### src/rtl/hack_rom_loader_pkg.sv
// Shared types and constants for the Hack ROM loader.
package hack_pkg;

   localparam int unsigned HACK_WORD_W = 16;
   localparam int unsigned HACK_ROM_AW = 15;

   typedef enum logic [2:0] {
      IDLE,
      LOAD,
      FLUSH,
      HOLD,
      RUN
   } state_t;

   // Ceiling log2 usable in constant expressions; clog2(0) and clog2(1) are 0.
   function automatic int unsigned clog2(input int unsigned v);
      int unsigned r;
      r = 0;
      for (int unsigned i = 0; i < 32; i++) begin
         if ((64'd1 << i) < 64'(v)) r = i + 1;
      end
      return r;
   endfunction

endpackage

### src/rtl/hack_rom_loader_if.sv
// IOCTL byte stream in, ROM word writes and CPU boot control out.
interface hack_rom_loader_if
   import hack_pkg::*;
#(
   parameter int unsigned WORD_W   = HACK_WORD_W,
   parameter int unsigned ROM_AW   = HACK_ROM_AW,
   parameter int unsigned IOCTL_AW = 16
) ();

   logic                ioctl_download;
   logic                ioctl_wr;
   logic [IOCTL_AW-1:0] ioctl_addr;
   logic [7:0]          ioctl_din;
   logic                rom_we;
   logic [ROM_AW-1:0]   rom_waddr;
   logic [WORD_W-1:0]   rom_wdata;
   logic                cpu_reset;
   logic                busy;
   logic [ROM_AW:0]     words_loaded;
   logic                load_error;

   // HPS / system side
   modport master (
      output ioctl_download, ioctl_wr, ioctl_addr, ioctl_din,
      input  rom_we, rom_waddr, rom_wdata, cpu_reset, busy, words_loaded, load_error
   );

   // Loader side
   modport slave (
      input  ioctl_download, ioctl_wr, ioctl_addr, ioctl_din,
      output rom_we, rom_waddr, rom_wdata, cpu_reset, busy, words_loaded, load_error
   );

endinterface

### src/rtl/hack_rom_loader_assembler.sv
// Collects bytes into a ROM word by lane and emits the word when complete or flushed.
module hack_byte_assembler
   import hack_pkg::*;
#(
   parameter int unsigned WORD_W     = HACK_WORD_W,
   parameter int unsigned ROM_AW     = HACK_ROM_AW,
   parameter bit          BIG_ENDIAN = 1'b0,
   localparam int unsigned BPW       = WORD_W / 8,
   localparam int unsigned LW        = (clog2(BPW) > 0) ? clog2(BPW) : 1
) (
   input  logic              clk,
   input  logic              reset,
   input  logic              clear,
   input  logic              flush,
   input  logic              wr_en,
   input  logic [LW-1:0]     lane,
   input  logic [ROM_AW-1:0] word_idx,
   input  logic [7:0]        din,
   output logic              emit_c,
   output logic              mismatch_c,
   output logic              pending_c,
   output logic              rom_we,
   output logic [ROM_AW-1:0] rom_waddr,
   output logic [WORD_W-1:0] rom_wdata
);

   logic [WORD_W-1:0] asm_q, asm_b, asm_n;
   logic [BPW-1:0]    mask_q, mask_b, mask_n;
   logic [ROM_AW-1:0] idx_q, idx_n;
   logic              complete_c;

   // Merge this cycle's byte into the pending word; a foreign word index drops the partial word
   always_comb begin
      asm_b      = clear ? '0 : asm_q;
      mask_b     = clear ? '0 : mask_q;
      idx_n      = idx_q;
      mismatch_c = 1'b0;
      complete_c = 1'b0;
      if (wr_en && (mask_b != '0) && (word_idx != idx_q)) begin
         mismatch_c = 1'b1;
         asm_b      = '0;
         mask_b     = '0;
      end
      asm_n  = asm_b;
      mask_n = mask_b;
      if (wr_en) begin
         for (int unsigned i = 0; i < BPW; i++) begin
            if (lane == LW'(i)) begin
               asm_n[8*(BIG_ENDIAN ? (BPW - 1 - i) : i) +: 8] = din;
               mask_n[i] = 1'b1;
            end
         end
         idx_n      = word_idx;
         complete_c = (lane == LW'(BPW - 1));
      end
      emit_c    = complete_c || (flush && (mask_q != '0));
      pending_c = (mask_n != '0) && !complete_c;
   end

   // Assembly state and the registered ROM write port
   always_ff @(posedge clk) begin
      if (reset) begin
         asm_q     <= '0;
         mask_q    <= '0;
         idx_q     <= '0;
         rom_we    <= 1'b0;
         rom_waddr <= '0;
         rom_wdata <= '0;
      end else begin
         rom_we <= emit_c;
         if (complete_c) begin
            rom_waddr <= idx_n;
            rom_wdata <= asm_n;
         end else if (emit_c) begin
            rom_waddr <= idx_q;
            rom_wdata <= asm_q;
         end
         if (emit_c) begin
            asm_q  <= '0;
            mask_q <= '0;
         end else begin
            asm_q  <= asm_n;
            mask_q <= mask_n;
         end
         idx_q <= idx_n;
      end
   end

endmodule

### src/rtl/hack_rom_loader.sv
// Boot loader: IOCTL bytes -> ROM words, with CPU reset sequencing around the download.
module hack_rom_loader
   import hack_pkg::*;
#(
   parameter int unsigned WORD_W      = HACK_WORD_W,
   parameter int unsigned ROM_AW      = HACK_ROM_AW,
   parameter int unsigned IOCTL_AW    = 16,
   parameter bit          BIG_ENDIAN  = 1'b0,
   parameter int unsigned HOLD_CYCLES = 4
) (
   input logic              clk,
   input logic              reset,
   hack_rom_loader_if.slave bus
);

   localparam int unsigned BPW = WORD_W / 8;
   localparam int unsigned LW  = (clog2(BPW) > 0) ? clog2(BPW) : 1;
   localparam int unsigned CW  = (clog2(HOLD_CYCLES + 1) > 0) ? clog2(HOLD_CYCLES + 1) : 1;
   localparam int unsigned NW  = ROM_AW + 1;
   localparam logic [NW-1:0] WORDS_MAX = NW'(1) << ROM_AW;

   state_t              state_q, state_d;
   logic                dl_q;
   logic                dl_rise_c, dl_fall_c, accept_c, in_range_c, wr_en_c, flush_c;
   logic [IOCTL_AW-1:0] word_full_c;
   logic [LW-1:0]       lane_c;
   logic [CW-1:0]       hold_q;
   logic                emit_c, mismatch_c, pending_c;
   logic                cpu_reset_q, busy_q, load_error_q;
   logic [NW-1:0]       words_q;
   logic                rom_we;
   logic [ROM_AW-1:0]   rom_waddr;
   logic [WORD_W-1:0]   rom_wdata;

   // Address split, download edge detection and byte acceptance
   always_comb begin
      lane_c      = LW'(bus.ioctl_addr % IOCTL_AW'(BPW));
      word_full_c = bus.ioctl_addr / IOCTL_AW'(BPW);
      in_range_c  = (word_full_c >> ROM_AW) == '0;
      dl_rise_c   = bus.ioctl_download && !dl_q;
      dl_fall_c   = !bus.ioctl_download && dl_q;
      accept_c    = bus.ioctl_wr && ((state_q == LOAD) || dl_rise_c);
      wr_en_c     = accept_c && in_range_c;
      flush_c     = (state_q == FLUSH) && !dl_rise_c;
   end

   hack_byte_assembler #(
      .WORD_W     (WORD_W),
      .ROM_AW     (ROM_AW),
      .BIG_ENDIAN (BIG_ENDIAN)
   ) u_asm (
      .clk        (clk),
      .reset      (reset),
      .clear      (dl_rise_c),
      .flush      (flush_c),
      .wr_en      (wr_en_c),
      .lane       (lane_c),
      .word_idx   (ROM_AW'(word_full_c)),
      .din        (bus.ioctl_din),
      .emit_c     (emit_c),
      .mismatch_c (mismatch_c),
      .pending_c  (pending_c),
      .rom_we     (rom_we),
      .rom_waddr  (rom_waddr),
      .rom_wdata  (rom_wdata)
   );

   // Next-state logic; a new download start wins from any state
   always_comb begin
      state_d = state_q;
      if (dl_rise_c) begin
         state_d = LOAD;
      end else begin
         case (state_q)
            IDLE:    state_d = HOLD;
            LOAD:    if (dl_fall_c) state_d = pending_c ? FLUSH : HOLD;
            FLUSH:   state_d = HOLD;
            HOLD:    if (hold_q <= CW'(1)) state_d = RUN;
            RUN:     state_d = RUN;
            default: state_d = HOLD;
         endcase
      end
   end

   // State register
   always_ff @(posedge clk) begin
      if (reset) state_q <= HOLD;
      else       state_q <= state_d;
   end

   // Hold countdown, download edge tracking and status outputs
   always_ff @(posedge clk) begin
      if (reset) begin
         dl_q         <= 1'b0;
         hold_q       <= CW'(HOLD_CYCLES);
         cpu_reset_q  <= 1'b1;
         busy_q       <= 1'b1;
         words_q      <= '0;
         load_error_q <= 1'b0;
      end else begin
         dl_q <= bus.ioctl_download;
         if ((state_d == HOLD) && (state_q != HOLD)) hold_q <= CW'(HOLD_CYCLES);
         else if (state_q == HOLD)                   hold_q <= hold_q - CW'(1);
         cpu_reset_q <= (state_d != RUN);
         busy_q      <= (state_d != RUN);
         if (dl_rise_c)                              words_q <= emit_c ? NW'(1) : '0;
         else if (emit_c && (words_q != WORDS_MAX))  words_q <= words_q + NW'(1);
         load_error_q <= (load_error_q && !dl_rise_c) || mismatch_c || (accept_c && !in_range_c);
      end
   end

   assign bus.rom_we       = rom_we;
   assign bus.rom_waddr    = rom_waddr;
   assign bus.rom_wdata    = rom_wdata;
   assign bus.cpu_reset    = cpu_reset_q;
   assign bus.busy         = busy_q;
   assign bus.words_loaded = words_q;
   assign bus.load_error   = load_error_q;

endmodule

### src/flat_wrapper.sv
// flat-port wrapper written by rule: the top's interface ports become plain ports
module hack_rom_loader_flat import hack_pkg::*;
#(
   parameter int unsigned WORD_W      = HACK_WORD_W,
   parameter int unsigned ROM_AW      = HACK_ROM_AW,
   parameter int unsigned IOCTL_AW    = 16,
   parameter bit          BIG_ENDIAN  = 1'b0,
   parameter int unsigned HOLD_CYCLES = 4
)
  (clk, reset, bus_ioctl_download, bus_ioctl_wr, bus_ioctl_addr, bus_ioctl_din, bus_rom_we, bus_rom_waddr, bus_rom_wdata, bus_cpu_reset, bus_busy, bus_words_loaded, bus_load_error);
  hack_rom_loader_if #(.WORD_W(WORD_W), .ROM_AW(ROM_AW), .IOCTL_AW(IOCTL_AW)) bus_i ();
  input logic clk;
  input logic reset;
  input wire logic [$bits(bus_i.ioctl_download)-1:0] bus_ioctl_download;
  input wire logic [$bits(bus_i.ioctl_wr)-1:0] bus_ioctl_wr;
  input wire logic [$bits(bus_i.ioctl_addr)-1:0] bus_ioctl_addr;
  input wire logic [$bits(bus_i.ioctl_din)-1:0] bus_ioctl_din;
  output wire logic [$bits(bus_i.rom_we)-1:0] bus_rom_we;
  output wire logic [$bits(bus_i.rom_waddr)-1:0] bus_rom_waddr;
  output wire logic [$bits(bus_i.rom_wdata)-1:0] bus_rom_wdata;
  output wire logic [$bits(bus_i.cpu_reset)-1:0] bus_cpu_reset;
  output wire logic [$bits(bus_i.busy)-1:0] bus_busy;
  output wire logic [$bits(bus_i.words_loaded)-1:0] bus_words_loaded;
  output wire logic [$bits(bus_i.load_error)-1:0] bus_load_error;
  assign bus_i.ioctl_download = bus_ioctl_download;
  assign bus_i.ioctl_wr = bus_ioctl_wr;
  assign bus_i.ioctl_addr = bus_ioctl_addr;
  assign bus_i.ioctl_din = bus_ioctl_din;
  assign bus_rom_we = bus_i.rom_we;
  assign bus_rom_waddr = bus_i.rom_waddr;
  assign bus_rom_wdata = bus_i.rom_wdata;
  assign bus_cpu_reset = bus_i.cpu_reset;
  assign bus_busy = bus_i.busy;
  assign bus_words_loaded = bus_i.words_loaded;
  assign bus_load_error = bus_i.load_error;
  hack_rom_loader #(.WORD_W(WORD_W), .ROM_AW(ROM_AW), .IOCTL_AW(IOCTL_AW), .BIG_ENDIAN(BIG_ENDIAN), .HOLD_CYCLES(HOLD_CYCLES)) u_core (.clk(clk), .reset(reset), .bus(bus_i));
endmodule
### config.mk
export PLATFORM = sky130hd
export DESIGN_NAME = hack_rom_loader_flat
export DESIGN_NICKNAME = d
export VERILOG_FILES = /design/src/rtl/hack_rom_loader_pkg.sv /design/src/rtl/hack_rom_loader_if.sv /design/src/rtl/hack_rom_loader_assembler.sv /design/src/rtl/hack_rom_loader.sv /design/src/flat_wrapper.sv
export SDC_FILE = /design/constraint.sdc
export NUM_CORES = 1
export LEC_CHECK = 0
export BUFFER_PORTS_ARGS = -buffer_cell sky130_fd_sc_hd__buf_4
export CAP_MARGIN = 40
export CORE_MARGIN = 4
export CORE_UTILIZATION = 35
export DETAILED_ROUTE_END_ITERATION = 8
export PLACE_DENSITY = 0.65
export SLEW_MARGIN = 20
export SYNTH_ARGS = -nofsm -noshare
export SYNTH_HDL_FRONTEND = slang
export SYNTH_HIERARCHICAL = 1
export SYNTH_SLANG_ARGS = --single-unit
### constraint.sdc
create_clock -name clk -period 4.4 [get_ports clk]
set_clock_uncertainty 0.05 [all_clocks]
set_input_delay 0.88 -clock clk [delete_from_list [all_inputs] [get_ports clk]]
set_output_delay 0.88 -clock clk [all_outputs]
set_load 0.05 [all_outputs]
# Word level (Yosys, flattened, before mapping)
# Cells that the tools add are included.
# word_totals
regBits	90
in_bits	28
wordCells	74
# classes
n_addsub	2
magnitude_cmp	1
n_eq_ne	9
mux	25
reduce_logical	25
# ops
cell	n
two-way mux 16 bit	7
two-way mux 15 bit	3
adder 16 x 1 -> 16 bit (second input constant)	1
two-way mux 8 bit	2
!= test 16 bit (second input constant)	1
!= test 15 bit	1
logical AND 1 bit	11
nonzero test 2 bit	5
== test 3 x 2 -> 1 bit (second input constant)	3
two-way mux 3 bit	3
one-hot mux 3 bit (3 select lines)	1
two-way mux 1 bit	6
two-way mux 2 bit	3
logical NOT 1 bit	4
OR reduction 2 bit	2
== test 3 x 1 -> 1 bit (second input constant)	1
== test 3 bit (second input constant)	1
less-or-equal comparator 3 x 1 -> 1 bit (second input constant)	1
logical OR 1 bit	3
!= test 3 x 2 -> 1 bit (second input constant)	1
!= test 3 bit (second input constant)	1
subtractor 3 x 1 -> 3 bit (second input constant)	1

# Logic depth before layout (Yosys ltp)
# Gate-level depths: netlist of the first run.
# logic_depth
word_depth	18
ltp_mapped	14

# Modules after synthesis
# Netlist of the first run, hierarchy kept.
# modules_own_cells
mod	n_inst	cells_each	area_per_inst_um2
hack_byte_assembler	1	301	2745.1
hack_rom_loader	1	147	1241.2

# Worst setup path after synthesis of the first run
# OpenSTA, ideal clock, no wires.
# synth_timing
path_kind	input to register
startpoint	input bus_ioctl_download
endpoint	register u_core.words_q[15] (netlist: u_core/bus.words_loaded[15])
setup_ns	0.070
t_arrival_ns	3.593
required_ns	4.280
setup_slack_ns	0.687
cell_stages	14
path_cell_list	nor2b_1 clkbuf_1 o21a_1 buf_4 nand2_4 and2_4 inv_2 buf_6 buf_2 buf_2 nand3_1 or4_4 or4_1 a21oi_1
# synth_between
elab_chain_cells	7
word_cells_on_any_way	11
cone_classes	mux: 2; reduce/logical: 9
# synth_lines
element	line_no	text
from (decl)	flat_wrapper.sv:14	input wire logic [$bits(bus_i.ioctl_download)-1:0] bus_ioctl_download;
logical AND 1 bit	hack_rom_loader.sv:40	dl_rise_c = bus.ioctl_download && !dl_q;
net u_core.dl_rise_c	hack_rom_loader.sv:24	logic dl_rise_c, dl_fall_c, accept_c, in_range_c, wr_en_c, flush_c;
logical OR 1 bit	hack_rom_loader.sv:42	accept_c = bus.ioctl_wr && ((state_q == LOAD) || dl_rise_c);
logical AND 1 bit	hack_rom_loader.sv:42	
net u_core.accept_c	hack_rom_loader.sv:24	
two-way mux 1 bit	hack_rom_loader_assembler.sv:46	if (wr_en) begin
logical OR 1 bit	hack_rom_loader_assembler.sv:56	emit_c = complete_c || (flush && (mask_q != '0));
net u_core.emit_c	hack_rom_loader.sv:28	logic emit_c, mismatch_c, pending_c;
logical AND 1 bit	hack_rom_loader.sv:107	else if (emit_c && (words_q != WORDS_MAX)) words_q <= words_q + NW'(1);
nonzero test 2 bit (no source line)	-	
to (signal assigned)	hack_rom_loader.sv:106	if (dl_rise_c) words_q <= emit_c ? NW'(1) : '0;
to (signal assigned)	hack_rom_loader.sv:107	
to (decl)	hack_rom_loader.sv:30	logic [NW-1:0] words_q;
# The timed path passes the listed nets, and every way through them passes these cells.
# A chain may end at the register's enable or synchronous reset.

# Worst setup path after layout of the first run
# layout_timing
startpoint	input bus_ioctl_download
endpoint	register u_core.words_q[15] (netlist: u_core/bus.words_loaded[15])
# layout_between
elab_chain_cells	7
word_cells_on_any_way	11
cone_classes	mux: 2; reduce/logical: 9
# layout_lines
element	line_no	text
logical AND 1 bit	hack_rom_loader.sv:40	
logical NOT 1 bit	hack_rom_loader.sv:44	flush_c = (state_q == FLUSH) && !dl_rise_c;
logical AND 1 bit	hack_rom_loader.sv:44	
net u_core.flush_c	hack_rom_loader.sv:24	
logical AND 1 bit	hack_rom_loader_assembler.sv:56	
logical OR 1 bit	hack_rom_loader_assembler.sv:56	
net u_core.emit_c	hack_rom_loader.sv:28	
logical AND 1 bit	hack_rom_loader.sv:107	
nonzero test 2 bit (no source line)	-	
# The timed path passes the listed nets, and every way through them passes these cells.

==> flow_metrics.py, run 1 <==
metrics = {
    "sta": {
        "clock.fmax_mhz": 322,
        "drv_slew": 0,
        "finalCriticalPeriod_ns": 3.11,
        "rsz0062_at_grt": "false",
        "worst_slew_pin_slew_ns": 0.689,
        "whs_ns": 0.379,
        "setup_viol": 0,
        "hold_viol": 0,
        "fin_ws_ns": 1.29,
        "period_share": 0.706,
        "relSlewSlack": 0.539,
        "tns_ns": 0,
    },
    "clock_tree": {
        "clk_latency_ns": 0.34,
        "cts_tree": "yes",
        "htreeDepth": 3,
        "holdBufCountCts": 0,
        "numCtsBuffers": 9,
        "post_cts_buffers": 0,
        "cts_resized": 0,
        "cts_buffer_depth": 2,
        "cts_sinks": 90,
        "clk_pin_slew_ns": 0.07,
        "cts_root_buf": "clkbuf_16",
    },
    "floorplan": {
        "ioPinCount": 79,
        "die_w_um": 115,
        "core-area_um2": 11000,
        "die_h_um": 115,
        "start_util": 0.363,
        "die_area_um2": 13200,
        "rows": 38,
    },
    "worst_setup_path": {
        "worstSetupPathType": "primary input to flip-flop",
        "max_stage_delay_ns": 0.48,
        "r2r_setup_slack_ns": 1.60,
        "arrival_ns": 3.33,
        "cpMaxStageDelayCell": "or4_4",
        "cpMostUsedCell": "buf_4",
        "path_cells": "buf_4 > nor2b_1 > buf_4 > nor4b_1 > o21ai_2 > and2_4 > inv_2 > nand3_1 > or4_4 > or4_1 > a21oi_1",
        "end_kind": "flip-flop",
        "crit_required_ns": 4.62,
        "setup.worst_path.start_class": "primary input",
        "path_max_fanout": 12,
    },
    "drt": {
        "drc": 0,
        "ant_nets": 0,
        "via_per_inst": 5.27,
        "totalWireLength_um": 9900,
        "avgRoutedWirePerCell_um": 15.1,
        "vias": 3449,
        "first_pass_iters": 4,
        "drt_iter0_markers": 214,
    },
    "finish": {
        "ff_latch_area_um2": 1800,
        "multi_input_area_um2": 2000,
        "n_fill_cell": 1065,
        "stdcell_area_um2": 4920,
        "diodes": 0,
        "area_delta_synth_final_pct": 23.4,
        "nNetsFinal": 541,
        "drive_above_1_share": 0.216,
    },
    "logic_synthesis": {
        "synth_common_cells": "dfxtp_1 (90), nor2_1 (76), nand2_1 (41)",
        "synth_nets": 480,
        "synth_top_area_cell": "dfxtp_1",
        "netlist_area_um2": 3990,
        "ys.flop_type": "dfxtp_1",
        "synth_top_cell_area_share": 0.452,
        "ys_async_sr_fraction": 0,
        "syn_avg_cell_area_um2": 8.90,
        "syn_inst": 448,
        "synth_area_leaders": "dfxtp_1 (45%), nor2_1 (7.2%), a311oi_1 (5.1%)",
        "yosysMostFrequentCell": "dfxtp_1",
        "ys_ff_latch": 90,
        "synth_warnings": 6,
        "yosysSeqAreaShare": 0.452,
        "synth_edf_count": 0,
        "synth_cell_types": 53,
    },
    "power": {
        "p_leak_nw": 1.93,
        "ir_worst_vdd_mv": 0.187,
        "power_density_nw_per_um2": 423,
    },
    "placed_design": {
        "placed_area_um2": 4620,
        "place_hpwl_um": 6790,
        "portBuffers": 78,
        "pre_cts_ws_ns": 0.940,
        "gp_congestion": 0.841,
    },
    "grt": {
        "grt_max_degree": 64,
        "grt-ovfl-total": 0,
        "grt_pass1_wl_um": 16000,
        "grt_pass1_vias": 3245,
        "grt_usage": 0.151,
        "antenna_found_initial": 0,
    },
    "min_path": {
        "hold_path_class": "flip-flop to flip-flop",
    },
    "job": {
        "cap_violations": 0,
    },
    "outcome": {
        "status": "complete, no violations",
    },
}
==> metal layers <==
layer / share of wire / up-vias / routed length [um] / global-route usage
met1: 0.43 / 1637 / 4250 / 0.189
met2: 0.49 / 94 / 4900 / 0.248
met4: 0.010 / 0 / 103 / 0.0423
met3: 0.065 / 7 / 641 / 0.0502
li1: - / 1711 / - / -
met5: 0 / - / 0 / 0
==> critical path: cells and delay by family <==
kind / cells / cell delay [ns]
AND/OR/NAND/NOR: 6 / 1.78
buffers and inverters: 3 / 0.37
AO/OA/AOI/OAI: 2 / 0.28
==> power breakdown <==
group | total, mW | internal [mW] | switching, mW | leakage, nW
sequential | 0.911 | 0.868 | 0.0430 | 0.732
combinational | 0.395 | 0.145 | 0.249 | 1.05
clock | 0.775 | 0.448 | 0.327 | 0.148
==> layout by cell type, fill, tap and decap left out, types with 2 or more instances in the layout <==
master | synthesis | routed
or4_1 | 2 | 2
ha_1 | 4 | 4
nand3_1 | 27 | 27
buf_4 | 5 | 81
a311oi_1 | 23 | 23
xnor2_1 | 19 | 19
nor3_1 | 5 | 5
clkbuf_16 | 0 | 9
inv_1 | 9 | 9
nand2_1 | 41 | 41
nor4_1 | 2 | 2
nand2b_1 | 4 | 4
a21oi_1 | 8 | 8
nor2_1 | 76 | 76
a21o_1 | 5 | 5
nor2b_1 | 5 | 5
a22o_1 | 8 | 8
or3_1 | 8 | 8
o31ai_1 | 3 | 3
clkinv_4 | 0 | 3
a22oi_1 | 8 | 8
dfxtp_1 | 90 | 90
o21ai_0 | 7 | 7
nand4_1 | 8 | 8
xor2_1 | 6 | 6
a41o_1 | 9 | 9
inv_6 | 0 | 2
mux2i_1 | 16 | 16
==> flip-flops by register name, summed over array words and instances (netlist names) <==
signal / cells
u_core/state_q: 3
u_core/u_asm/rom_we: 1
u_core/dl_q: 1
u_core/u_asm/asm_q: 16
u_core/bus.busy: 1
u_core/bus.load_error: 1
u_core/u_asm/mask_q: 2
u_core/hold_q: 3
u_core/u_asm/rom_wdata: 16
u_core/u_asm/idx_q: 15
u_core/u_asm/rom_waddr: 15
u_core/bus.words_loaded: 16
==> cell type report <==
| type | instances | share of cell area |
|---|---|---|
| sequential | 90 | 0.366 |
| multi-input combinational | 317 | 0.406 |
| clock inverter | 6 | 0.0150 |
| inverter | 10 | 0.00763 |
| timing repair buffer | 81 | 0.124 |
| tap | 140 | 0.0356 |
| clock buffer | 10 | 0.0465 |
==> per-stage QoR <==
| stage | cells | util | total power, mW |
|---|---|---|---|
| floorplan | 448 | - | 1.22 |
| global placement | 638 | 0.420 | 1.31 |
| detailed placement | 638 | 0.420 | 1.32 |
| CTS | 654 | 0.448 | 2.11 |
| global route | 654 | 0.448 | 2.18 |
| finish | 654 | 0.448 | 2.08 |
==> path summary, 6_finish.rpt <==
| kind | from | endpoint | cells after the start |
|---|---|---|---|
| max | bus_ioctl_download | u_core/bus.words_loaded[15]$_SDFFE_PP0P_ | 11 |
| max reg2reg | u_core/state_q[2]$_SDFF_PP0_ | u_core/bus.words_loaded[15]$_SDFFE_PP0P_ | 10 |
| min reg2reg | u_core/u_asm/asm_q[10]$_SDFF_PP0_ | u_core/u_asm/asm_q[10]$_SDFF_PP0_ | 2 |
| min | u_core/u_asm/asm_q[10]$_SDFF_PP0_ | u_core/u_asm/asm_q[10]$_SDFF_PP0_ | 2 |
==> cell families after synthesis <==
| logic type | after synthesis | share of synthesized area |
|---|---|---|
| flops | 90 | 0.452 |
| compound gates | 80 | 0.158 |
| buf+inv | 41 | 0.0477 |
| simple gates | 191 | 0.229 |
| fa+ha+maj | 4 | 0.0126 |
| xor+xnor | 25 | 0.0549 |
| mux | 17 | 0.0458 |
Note: power is estimated with default switching activity, not from simulation.
==> run 2: changes to the inputs <==
- PLACE_DENSITY: 0.65 -> 0.67
- clock period: 4.4 -> 2.7 ns (I/O delays scaled with it)
==> run 2 against run 1 <==
Compared with the run above:
- setup slack worse by 1.1 ns
- die area unchanged
- largest power group unchanged
- register-to-register slack worse by 1.4 ns
- count of clock-buffer cells in the layout up 1
- combinational power up 69%
- hold slack worse by 0.0070 ns
- critical path type is now flip-flop to flip-flop
- first-iteration DRC count up 19%
==> flow_metrics.py, run 2 (same netlist as run 1, synthesis figures left out) <==
metrics = {
    "grt": {
        "busiest_layer": "met2",
        "antenna_found_initial": 0,
        "grt_pass1_wl_um": 17300,
        "grt_usage": 0.165,
        "grt_max_degree": 64,
        "grt_use_met1": 0.195,
        "grt_pass1_vias": 3537,
        "met2_usage": 0.276,
        "use_met3": 0.0597,
        "grt-ovfl-total": 0,
    },
    "worst_setup_path": {
        "r2r-end": "u_core/bus.words_loaded[11]$_SDFFE_PP0P_",
        "worstSetupPathType": "flip-flop to flip-flop",
        "reg2reg_from": "u_core/state_q[0]$_SDFF_PP1_",
        "crit_required_ns": 2.93,
        "path_max_fanout": 5,
        "setup.worst_path.start_class": "flip-flop",
        "end_kind": "flip-flop",
        "reg2reg_depth": 11,
        "r2r_setup_slack_ns": 0.16,
        "arrival_ns": 2.77,
    },
    "clock_tree": {
        "clk_latency_ns": 0.34,
        "holdBufCountCts": 0,
        "cts_root_buf": "clkbuf_16",
        "htreeDepth": 3,
        "cts_tree": "yes",
        "cts_buffer_depth": 2,
        "clk_pin_slew_ns": 0.07,
        "cts_resized": 0,
        "cts_sinks": 90,
        "post_cts_buffers": 0,
        "numCtsBuffers": 9,
    },
    "drt": {
        "drc": 0,
        "vias": 3585,
        "first_pass_iters": 5,
        "totalWireLength_um": 10600,
        "avgRoutedWirePerCell_um": 16.0,
        "drt_iter0_markers": 254,
        "ant_nets": 0,
        "via_per_inst": 5.38,
    },
    "min_path": {
        "hold_path_class": "primary input to flip-flop",
        "hold-path-cell-count": 2,
        "min-delay-start": "bus_ioctl_din[0]",
        "hold_end": "u_core/u_asm/asm_q[0]$_SDFF_PP0_",
    },
    "floorplan": {
        "die_w_um": 115,
        "core-area_um2": 11000,
        "start_util": 0.363,
        "rows": 38,
        "die_h_um": 115,
        "ioPinCount": 79,
        "die_area_um2": 13200,
    },
    "finish": {
        "diodes": 0,
        "layout_commonest_cell": "buf_4",
        "layout.cells.non_filler": 666,
        "n_fill_cell": 1036,
        "area_delta_synth_final_pct": 26.1,
        "nNetsFinal": 553,
        "mostFrequentLayoutCells": "buf_4 (93), dfxtp_1 (90), nor2_1 (76)",
        "drive_above_1_share": 0.241,
        "utilization": 0.458,
    },
    "placed_design": {
        "dp.cells": 650,
        "gp_congestion": 0.847,
        "place_hpwl_um": 7260,
        "portBuffers": 78,
    },
    "outcome": {
        "status": "complete, no violations",
    },
    "power": {
        "power_density_nw_per_um2": 665,
        "total_power_mw": 3.34,
        "ir_worst_vdd_mv": 0.380,
        "p_leak_nw": 1.98,
    },
    "sta": {
        "setup_viol": 0,
        "worst_slew_pin_slew_ns": 0.670,
        "finalCriticalPeriod_ns": 2.54,
        "period_share": 0.942,
        "hold_viol": 0,
        "clock.fmax_mhz": 393,
        "rsz0062_at_grt": "false",
        "relSlewSlack": 0.553,
        "drv_slew": 0,
    },
    "job": {
        "cap_violations": 0,
    },
}
## run 2: metal layers
| layer | routed length, um | share of wire |
|---|---|---|
| met1 | 4450 | 0.42 |
| met2 | 5150 | 0.48 |
| met3 | 809 | 0.076 |
| met4 | 229 | 0.022 |
| met5 | 0 | 0 |
## run 2: power breakdown
group	switching, mW	total, mW	internal [mW]
Clock	0.534	1.19	0.652
Sequential	0.0748	1.49	1.41
Combinational	0.416	0.668	0.252
Total	1.02	3.34	2.32
## run 2: metrics by stage
step / instance area (um^2) / setup TNS, ns / setup WS [ns] / hold slack (ns)
2_1_floorplan: 4050 / -1.35 / -0.386 / 0.360
3_3_place_gp: 4750 / 0 / 0.0398 / 0.366
3_5_place_dp: 4750 / 0 / 0.0109 / 0.369
4_1_cts: 5030 / 0 / 0.150 / 0.366
5_1_grt: 5030 / 0 / 0.0130 / 0.375
6_report: 5030 / 0 / 0.156 / 0.372
## run 2: cell type report
type,count,area (um^2),area share
Multi-Input combinational cell,317,2030,0.405
Sequential cell,90,1800,0.358
Timing Repair Buffer,93,698,0.139
Clock buffer,11,243,0.0483
Tap cell,140,175,0.0348
Clock inverter,5,38.8,0.00771
Inverter,10,37.5,0.00746
## run 2: worst max-delay path, cell delays in order (launching register included)
cell and delay, ns:
dfxtp_1 0.42, nand2b_1 0.14, nor2_1 0.15, o21a_2 0.21, nand2_4 0.06, and2_4 0.13, inv_2 0.08, nand3_4 0.08
or4_4 0.54, buf_4 0.16, or3_1 0.30, a21oi_1 0.14
## run 2: worst max-delay path by stage
stage	start	end	slack, ns	cells after the start
after CTS	u_core/state_q[0]$_SDFF_PP1_	u_core/bus.words_loaded[11]$_SDFFE_PP0P_	0.15	11
final	u_core/state_q[0]$_SDFF_PP1_	u_core/bus.words_loaded[11]$_SDFFE_PP0P_	0.16	11
after global routing	u_core/state_q[0]$_SDFF_PP1_	u_core/bus.words_loaded[11]$_SDFFE_PP0P_	0.01	11
after floorplan	bus_ioctl_download	u_core/bus.words_loaded[15]$_SDFFE_PP0P_	-0.39	13
after detailed placement	bus_ioctl_download	u_core/bus.words_loaded[15]$_SDFFE_PP0P_	0.01	10
after global placement	bus_ioctl_download	u_core/bus.words_loaded[15]$_SDFFE_PP0P_	0.04	10
==> run 3: changes to the inputs <==
- CORE_ASPECT_RATIO: default -> 0.6
==> run 3 against run 2 <==
Compared with the run above:
- combinational power barely moved
- count of clock-buffer cells in the layout rose by 1
- routed wire length rose by 0.71%
- sequential power barely moved
- hold slack improved by 0.0068 ns
- maximum frequency fell by 0.14%
==> flow_metrics.py, run 3 (same netlist as run 1, synthesis figures left out) <==
metrics = {
    "drt": {
        "first_pass_iters": 5,
        "met3_length_um": 875,
        "via_per_inst": 5.38,
        "drc": 0,
        "met2WireLength_um": 4560,
        "highest_layer": "met4",
        "totalWireLength_um": 10700,
        "met1_length_um": 5080,
        "vias": 3585,
        "ant_nets": 0,
        "drt_iter0_markers": 230,
        "avgRoutedWirePerCell_um": 16.1,
    },
    "grt": {
        "grt_pass1_wl_um": 17400,
        "grt_usage": 0.160,
        "antenna_found_initial": 0,
        "grt_pass1_vias": 3303,
        "grt_max_degree": 62,
        "grt-ovfl-total": 0,
    },
    "clock_tree": {
        "cts_resized": 0,
        "cts_sinks": 90,
        "numCtsBuffers": 9,
        "clk_pin_slew_ns": 0.06,
        "post_cts_buffers": 0,
        "clk_latency_ns": 0.34,
        "cts_root_buf": "clkbuf_16",
        "htreeDepth": 3,
        "holdBufCountCts": 0,
        "cts_tree": "yes",
        "cts_buffer_depth": 2,
    },
    "placed_design": {
        "place_hpwl_um": 7390,
        "gp_congestion": 0.766,
        "dp.cells": 650,
        "portBuffers": 78,
    },
    "worst_setup_path": {
        "critical-path-top-delay-family": "simple AND/OR/NAND/NOR gates",
        "arrival_ns": 2.71,
        "end_kind": "flip-flop",
        "path_max_fanout": 5,
        "setup.worst_path.start_class": "flip-flop",
        "cp.buffers_inverters": 2,
        "crit_required_ns": 2.86,
        "r2r_setup_slack_ns": 0.15,
        "path_cells": "nand2b_1 > nor2_1 > o21a_2 > nand2_4 > and2_4 > inv_2 > nand3_4 > or4_4 > buf_4 > o31ai_1 > a21oi_2",
        "cpMaxStageDelayCell": "or4_4",
        "max_stage_delay_ns": 0.55,
        "worstSetupPathType": "flip-flop to flip-flop",
    },
    "sta": {
        "worst_slew_pin_slew_ns": 0.646,
        "rsz0062_at_grt": "false",
        "hold_viol": 0,
        "drv_slew": 0,
        "period_share": 0.943,
        "tns_ns": 0,
        "finalCriticalPeriod_ns": 2.55,
        "relSlewSlack": 0.570,
        "clock.fmax_mhz": 393,
        "setup_viol": 0,
    },
    "power": {
        "p_leak_nw": 2.02,
        "ir_worst_vdd_mv": 0.315,
        "total_power_mw": 3.52,
        "power_density_nw_per_um2": 692,
    },
    "floorplan": {
        "start_util": 0.367,
        "die_w_um": 146,
        "ioPinCount": 79,
        "die_h_um": 90.7,
        "rows": 29,
        "core-area_um2": 10800,
        "die_area_um2": 13200,
    },
    "min_path": {
        "hold_path_class": "flip-flop to flip-flop",
    },
    "finish": {
        "area_delta_synth_final_pct": 27.7,
        "diodes": 0,
        "nNetsFinal": 554,
        "utilization": 0.469,
        "drive_above_1_share": 0.247,
        "mostFrequentLayoutCells": "buf_4 (94), dfxtp_1 (89), nor2_1 (76)",
        "layout_commonest_cell": "buf_4",
        "layout.cells.non_filler": 666,
    },
    "job": {
        "cap_violations": 0,
    },
    "outcome": {
        "status": "complete, no violations",
    },
}
## run 3: changes by cell type in the layout (fill, tap and decap cells not counted), sizes merged
cell / previous run / this run
buf: 93 / 94
bufinv: 0 / 2
clkbuf: 11 / 12
clkinv: 0 / 2
clkinvlp: 4 / 0
inv: 11 / 10
## run 3: layout make-up
cell class / instances / area [um^2]
clock buffers: 12 / 256
clock inverters: 4 / 73.8
fillers: 1010 / 5760
inverters: 10 / 37.5
multi-input cells: 317 / 2040
flip-flops and latches: 90 / 1800
well taps: 139 / 174
repair buffers: 94 / 706
## run 3: worst paths after layout
check | start | to | cells past startpoint
worst max-delay path | u_core/state_q[2]$_SDFF_PP0_ | u_core/bus.words_loaded[15]$_SDFFE_PP0P_ | 11
worst min-delay path | u_core/u_asm/asm_q[9]$_SDFF_PP0_ | u_core/u_asm/asm_q[9]$_SDFF_PP0_ | 2
worst max register to register | u_core/state_q[2]$_SDFF_PP0_ | u_core/bus.words_loaded[15]$_SDFFE_PP0P_ | 11
worst min register to register | u_core/u_asm/asm_q[9]$_SDFF_PP0_ | u_core/u_asm/asm_q[9]$_SDFF_PP0_ | 2
## run 3: worst register-to-register path, cell delays in order, from the launching register on
cell and delay, ns:
dfxtp_1 0.36, nand2b_1 0.20, nor2_1 0.14, o21a_2 0.19, nand2_4 0.06, and2_4 0.14, inv_2 0.08, nand3_4 0.08
or4_4 0.55, buf_4 0.16, o31ai_1 0.32, a21oi_2 0.10
## run 3: report_power, final
part	internal [mW]	total (mW)	leakage (nW)	switching, mW
registers	1.42	1.49	0.732	0.0749
logic	0.252	0.668	1.13	0.416
clock network	0.862	1.36	0.163	0.501
total	2.53	3.52	2.02	0.991
## run 3: metrics by stage
step	setup slack [ns]	area, um^2	hold WS (ns)
floorplan	-0.386	4050	0.360
global placement	0.00949	4750	0.366
detailed placement	-0.0129	4750	0.371
CTS	0.161	5080	0.371
global route	0.00509	5090	0.374
finish	0.153	5090	0.379
## run 3: layer usage
metal	vias up	GRT usage
li1	1735	-
met1	1707	0.231
met2	128	0.221
met3	15	0.0602
met4	0	0.0434
met5	-	0
